`src/rtl/sync_debouncer_pkg.sv`:
```
// Shared constants for the debouncer slice.
package sync_debouncer_pkg;

   // Flops in each per-bit synchroniser chain (glitchy -> s1 -> s2).
   localparam int unsigned SYNC_STAGES = 2;

endpackage

```
`src/rtl/sample_pulse_gen.sv`:
```
// Slow tick generator: one-cycle pulse every SAMPLE_CNT_MAX clocks.
// The first pulse after reset falls in the SAMPLE_CNT_MAX-th cycle.
module sample_pulse_gen
   import sync_debouncer_pkg::*;
#(
   parameter int unsigned SAMPLE_CNT_MAX = 62500
) (
   input  logic clk,
   input  logic rst,
   output logic sample_pulse
);

   localparam int unsigned CNT_W = $clog2(SAMPLE_CNT_MAX);
   localparam logic [CNT_W-1:0] CNT_LAST = CNT_W'(SAMPLE_CNT_MAX - 1);

   logic [CNT_W-1:0] count;

   // Free-running 0..SAMPLE_CNT_MAX-1 counter that wraps to 0.
   always_ff @(posedge clk or posedge rst) begin
      if (rst) begin
         count <= '0;
      end else if (count == CNT_LAST) begin
         count <= '0;
      end else begin
         count <= count + 1'b1;
      end
   end

   // Pulse while the counter sits on its last value.
   always_comb begin
      sample_pulse = (count == CNT_LAST);
   end

endmodule

```
`src/rtl/sync_debouncer.sv`:
```
// Per-bit 2-flop synchroniser followed by a saturating qualification counter.
// Output bit is high only once its counter has reached PULSE_CNT_MAX.
module sync_debouncer
   import sync_debouncer_pkg::*;
#(
   parameter int unsigned WIDTH          = 1,
   parameter int unsigned SAMPLE_CNT_MAX = 62500,
   parameter int unsigned PULSE_CNT_MAX  = 200
) (
   input  logic             clk,
   input  logic             rst,
   input  logic [WIDTH-1:0] glitchy_signal,
   output logic [WIDTH-1:0] debounced_signal
);

   localparam int unsigned PCNT_W = $clog2(PULSE_CNT_MAX + 1);
   localparam logic [PCNT_W-1:0] PCNT_MAX = PCNT_W'(PULSE_CNT_MAX);

   logic sample_pulse;

   sample_pulse_gen #(
      .SAMPLE_CNT_MAX(SAMPLE_CNT_MAX)
   ) u_sample_pulse_gen (
      .clk         (clk),
      .rst         (rst),
      .sample_pulse(sample_pulse)
   );

   for (genvar i = 0; i < WIDTH; i++) begin : g_bit
      logic [SYNC_STAGES-1:0] sync_q;
      logic [PCNT_W-1:0]      pcnt;
      logic                   s2;

      assign s2 = sync_q[SYNC_STAGES-1];

      // Shift the raw input through the synchroniser chain.
      always_ff @(posedge clk or posedge rst) begin
         if (rst) begin
            sync_q <= '0;
         end else begin
            sync_q <= {sync_q[SYNC_STAGES-2:0], glitchy_signal[i]};
         end
      end

      // Any low at s2 clears; high samples count up and saturate.
      always_ff @(posedge clk or posedge rst) begin
         if (rst) begin
            pcnt <= '0;
         end else if (!s2) begin
            pcnt <= '0;
         end else if (sample_pulse && (pcnt < PCNT_MAX)) begin
            pcnt <= pcnt + 1'b1;
         end
      end

      // Registered decode only: no combinational path from the input.
      assign debounced_signal[i] = (pcnt == PCNT_MAX);
   end

endmodule
```
`config.mk`:
```
export PLATFORM = sky130hd
export DESIGN_NAME = sync_debouncer
export DESIGN_NICKNAME = d
export VERILOG_FILES = /design/src/rtl/sync_debouncer_pkg.sv /design/src/rtl/sample_pulse_gen.sv /design/src/rtl/sync_debouncer.sv
export SDC_FILE = /design/constraint.sdc
export NUM_CORES = 1
export LEC_CHECK = 0
export CORE_ASPECT_RATIO = 1.75
export CORE_MARGIN = 2
export CORE_UTILIZATION = 40
export CTS_BUF_LIST = sky130_fd_sc_hd__clkbuf_4
export DETAILED_ROUTE_END_ITERATION = 8
export GPL_TIMING_DRIVEN = 1
export MAX_ROUTING_LAYER = met4
export PLACE_DENSITY_LB_ADDON = 0.25
export SLEW_MARGIN = 20
export SYNTH_ARGS = -nofsm -noshare
export SYNTH_HDL_FRONTEND = slang
export SYNTH_SLANG_ARGS = --single-unit
export TNS_END_PERCENT = 10
```
`constraint.sdc`:
```
create_clock -name clk -period 4.53 [get_ports clk]
set_input_delay 0.906 -clock clk [delete_from_list [all_inputs] [get_ports clk]]
set_output_delay 0.906 -clock clk [all_outputs]
set_load 0.02 [all_outputs]
```
# [Word level (Yosys, flattened, before mapping)]
# Cells that the tools add are included.
[totals] register_bits=26 inputBits=3 wordCells=13
[op_classes] n_reduce_logical=1 order_cmp=1 eq_ne=3 add_sub_neg=2 mux=3
[op_table] operator="16-bit by 1-bit adder with 16-bit output, second input constant" n=1
[op_table] operator="16-bit == test, second input constant" n=1
[op_table] operator="16-bit 2-to-1 mux" n=1
[op_table] operator="8-bit 2-to-1 mux" n=2
[op_table] operator="8-bit by 1-bit adder with 8-bit output, second input constant" n=1
[op_table] operator="8-bit == test, second input constant" n=1
[op_table] operator="8-bit less-than comparator, second input constant" n=1
[op_table] operator="2-bit by 1-bit inequality test with 1-bit output, second input constant" n=1
[op_table] operator="1-bit logical AND" n=1

# [Depth between registers and ports, before layout]
[depth] word_depth=4 mapped_depth=6 ltp_nobuf=5

# [Hierarchy]
# A second synthesis with hierarchy kept.
[unflattened] hier_cells=123 hier_area_um2=1302.5
[modules_own_cells] mod="sample_pulse_gen" instances=1 cells_per_inst=70 area_per_inst_um2=777.0
[modules_own_cells] mod="sync_debouncer" instances=1 cells_per_inst=53 area_per_inst_um2=525.5

# [Worst setup path before layout]
# Ideal clock, no wire load.
[synth_timing] kind="flip-flop to output port" startpoint="register g_bit[0].pcnt[0]" endpoint="output port debounced_signal" n_path_buf=0 path_stages_with_launch=5 required_ns=3.624 setup_slack_ns=2.344 arrival_ns=1.280 path_cell_list="dfrtp_1 inv_1 ha_1 nand3b_1 nor4_1"
[synth_via] elab_chain_len=1
[synth_lines] item="start, declared" line_no="sync_debouncer.sv:31" source="logic [PCNT_W-1:0] pcnt;"
[synth_lines] item="start signal, assigned" line_no="sync_debouncer.sv:52" source="pcnt <= pcnt + 1'b1;"
[synth_lines] item="8-bit == test" line_no="sync_debouncer.sv:57" source="assign debounced_signal[i] = (pcnt == PCNT_MAX);"
[synth_lines] item="end, declared" line_no="sync_debouncer.sv:13" source="output logic [WIDTH-1:0] debounced_signal"
# Every way passes these cells.

# [Worst setup path after layout]
# Ends and elaborated chain as after synthesis.

==> flow_metrics.tcl <==
set metrics [dict create \
    status "complete, no violations" \
    cellPowerDensity_mw_per_mm2 243 \
    crit_fanout 5 \
    grtUsageTotal_pct 16.5 \
    synth_top_area_share_pct 50.4 \
    drtIter0Drc 15 \
    cts-buffers-inserted 3 \
    layout-drive-gt1-share_pct 6.25 \
    clock_latency_ns 0.32 \
    fin_area_mm2 0.00138 \
    ys_seq_elements 26 \
    die_x_um 46.9 \
    io_pins 4 \
    hold_violations 0 \
    grt-ovfl-total 0 \
    reg2reg_from "u_sample_pulse_gen.count[0]$_DFF_PP0_" \
    gp_congestion 0.731 \
    synth_area_leader_cell "dfrtp_1" \
    grt_pass1_wl_um 4400 \
    placed_area_mm2 0.00136 \
    cp-endpoint "debounced_signal" \
    crit_required_ns 3.62 \
    r2r_setup_slack_ns 2.34 \
    port_buffers 3 \
    vias_per_cell 5.54 \
    synthArstFlopShare_pct 100 \
    synth_edf_count 0 \
    syn-instance-count 125 \
    grt_pass1_vias 955 \
    maxSlewHeadroom_pct 64.4 \
    cts_buffer_depth 2 \
    drc 0 \
    wl_um 2390 \
    die_h_um 79.1 \
    dr.pass1.iters 4 \
    cts_resized 0 \
    drv_cap 0 \
    fin_setup_tns_ns 0 \
    hold_depth 0 \
    crit_start "g_bit[0].pcnt[0]$_DFFE_PP0P_" \
    grt_max_degree 27 \
    ctsHtreeMaxLevel 1 \
    cts-root-buf "clkbuf_4" \
    floorplan.die_area_mm2 0.00371 \
    min_from "g_bit[0].sync_q[0]$_DFF_PP0_" \
    synth-main-ff-cell "dfrtp_1" \
    core_mm2 0.00311 \
    worstSetupEndpointType "primary output" \
    hpwl_um 1800 \
    num_rows 27 \
    n_antenna_cell 0 \
    yosys-top-cells-area "dfrtp_1 (50%), xnor2_1 (5.4%), nand3_1 (3.1%)" \
    cts_tree "yes" \
    antenna_left 0 \
    cts_setup_buffers 0 \
    cts.clk_slew.worst_paths_ns 0.12 \
    setup_viol 0 \
    rsz0062_at_grt "false" \
    syn_nets 131 \
    reg2regPathDepth 5 \
    syn_avg_cell_area_um2 10.3 \
    synth_cell_types 34 \
    synthToLayoutAreaGrowth_pct 7.18 \
    tightest_slew_ns 0.533 \
    antenna_found_initial 0 \
    min_path_type "flip-flop to flip-flop" \
    cp.arrival_ns 1.90 \
    synth_most_common_cell "dfrtp_1" \
    setup.worst_path.start_class "flip-flop" \
    cts_sinks 26 \
    wl_per_cell_um 14.0 \
    cts_hold_buf 0 \
    rr_endpoint "g_bit[0].pcnt[3]$_DFFE_PP0P_" \
    yosysSeqAreaShare_pct 50.4 \
    p_leak_nw 0.549 \
    maxSlewViolCount 0 \
    fin_skew_ns 0.00351 \
    initial_core_util_pct 41.5 \
    synth_warnings 0 \
    nets 136 \
    clock.fmax_mhz 357 \
    netlist_area_mm2 0.00129 \
    synth_commonest_cells "dfrtp_1 (26), nor2_1 (10), nand3_1 (8), xnor2_1 (8), nand2_1 (7)" \
    fin_crit_ns 2.80 \
    worst-setup-path-type "flip-flop to primary output" \
    vias 948 \
    ir_worst_vdd_v 0.000113 \
    finalCritPeriodShare_pct 61.9 \
]
==> layer usage <==
layer / up-vias / wire [um] / part of all wire (%) / global-route usage (%)
met5: - / 0 / 0 / -
met4: 0 / 55 / 2.3 / 7.78
met3: 5 / 28 / 1.2 / 2.50
met2: 9 / 1340 / 56 / 27.0
met1: 468 / 973 / 41 / 18.9
li1: 466 / - / - / -
==> area by class of cell <==
type | instances | area, um2
clock buffers | 3 | 22.5
fillers | 309 | 1730
inverters | 6 | 22.5
multi-input cells | 90 | 603
flip-flops and latches | 26 | 651
well taps | 43 | 53.8
repair buffers | 3 | 30.0
==> flip-flops by register name, indices dropped and copies added, names as in the netlist <==
signal	count
u_sample_pulse_gen.count	16
g_bit.sync_q	2
g_bit.pcnt	8
==> worst min path at each step <==
stage,end
floorplan,g_bit[0].sync_q[1]$_DFF_PP0_
global placement,g_bit[0].sync_q[1]$_DFF_PP0_
detailed placement,g_bit[0].sync_q[1]$_DFF_PP0_
CTS,g_bit[0].sync_q[1]$_DFF_PP0_
global route,g_bit[0].sync_q[1]$_DFF_PP0_
finish,g_bit[0].sync_q[1]$_DFF_PP0_
==> where the power goes <==
part	switching (W)	internal (W)	leakage, nW	total [W]
Combinational	0.00000530	0.00000189	0.191	0.00000719
Sequential	0.00000102	0.000233	0.344	0.000234
Clock	0.0000639	0.0000312	0.0138	0.0000951
==> critical path, stage by stage, from the launching register on <==
cell and delay (ns):
dfrtp_1 0.44, inv_1 0.08, ha_1 0.14, nand3b_1 0.07, nor4_1 0.20, clkdlybuf4s50_1 0.65
==> cells by family (layout without fill, tap and decap cells) <==
kind of cell | after synthesis | after routing | share of synthesized area [%]
buffers and inverters | 9 | 12 | 2.81
xor gates and xnor gates | 11 | 11 | 7.47
and+or+nand+nor | 55 | 55 | 25.5
adders and majority gates | 3 | 3 | 2.91
DFF | 26 | 26 | 50.4
AOI/OAI and AO/OA | 21 | 21 | 10.9
==> stage by stage <==
step / hold WS [ns] / setup slack, ns / std cells / total power, W / utilization (%)
CTS: 0.367 / 1.71 / 171 / 0.000342 / 44.5
floorplan: 0.331 / 2.34 / 125 / 0.000242 / -
finish: 0.364 / 1.73 / 171 / 0.000336 / 44.5
global route: 0.384 / 1.58 / 171 / 0.000353 / 44.5
detailed placement: 0.337 / 2.09 / 168 / 0.000246 / 43.8
global placement: 0.334 / 2.17 / 168 / 0.000246 / 43.8
==> placed cells by master, fill, tap and decap left out, types with 5 or more instances in the layout <==
cell and count:
a21oi_1 6, dfrtp_1 26, inv_1 5, nand2_1 7
nand3_1 8, nand4_1 5, nor2_1 10, o31ai_1 5
xnor2_1 8
No activity file was read; power rests on OpenSTA's default activity.
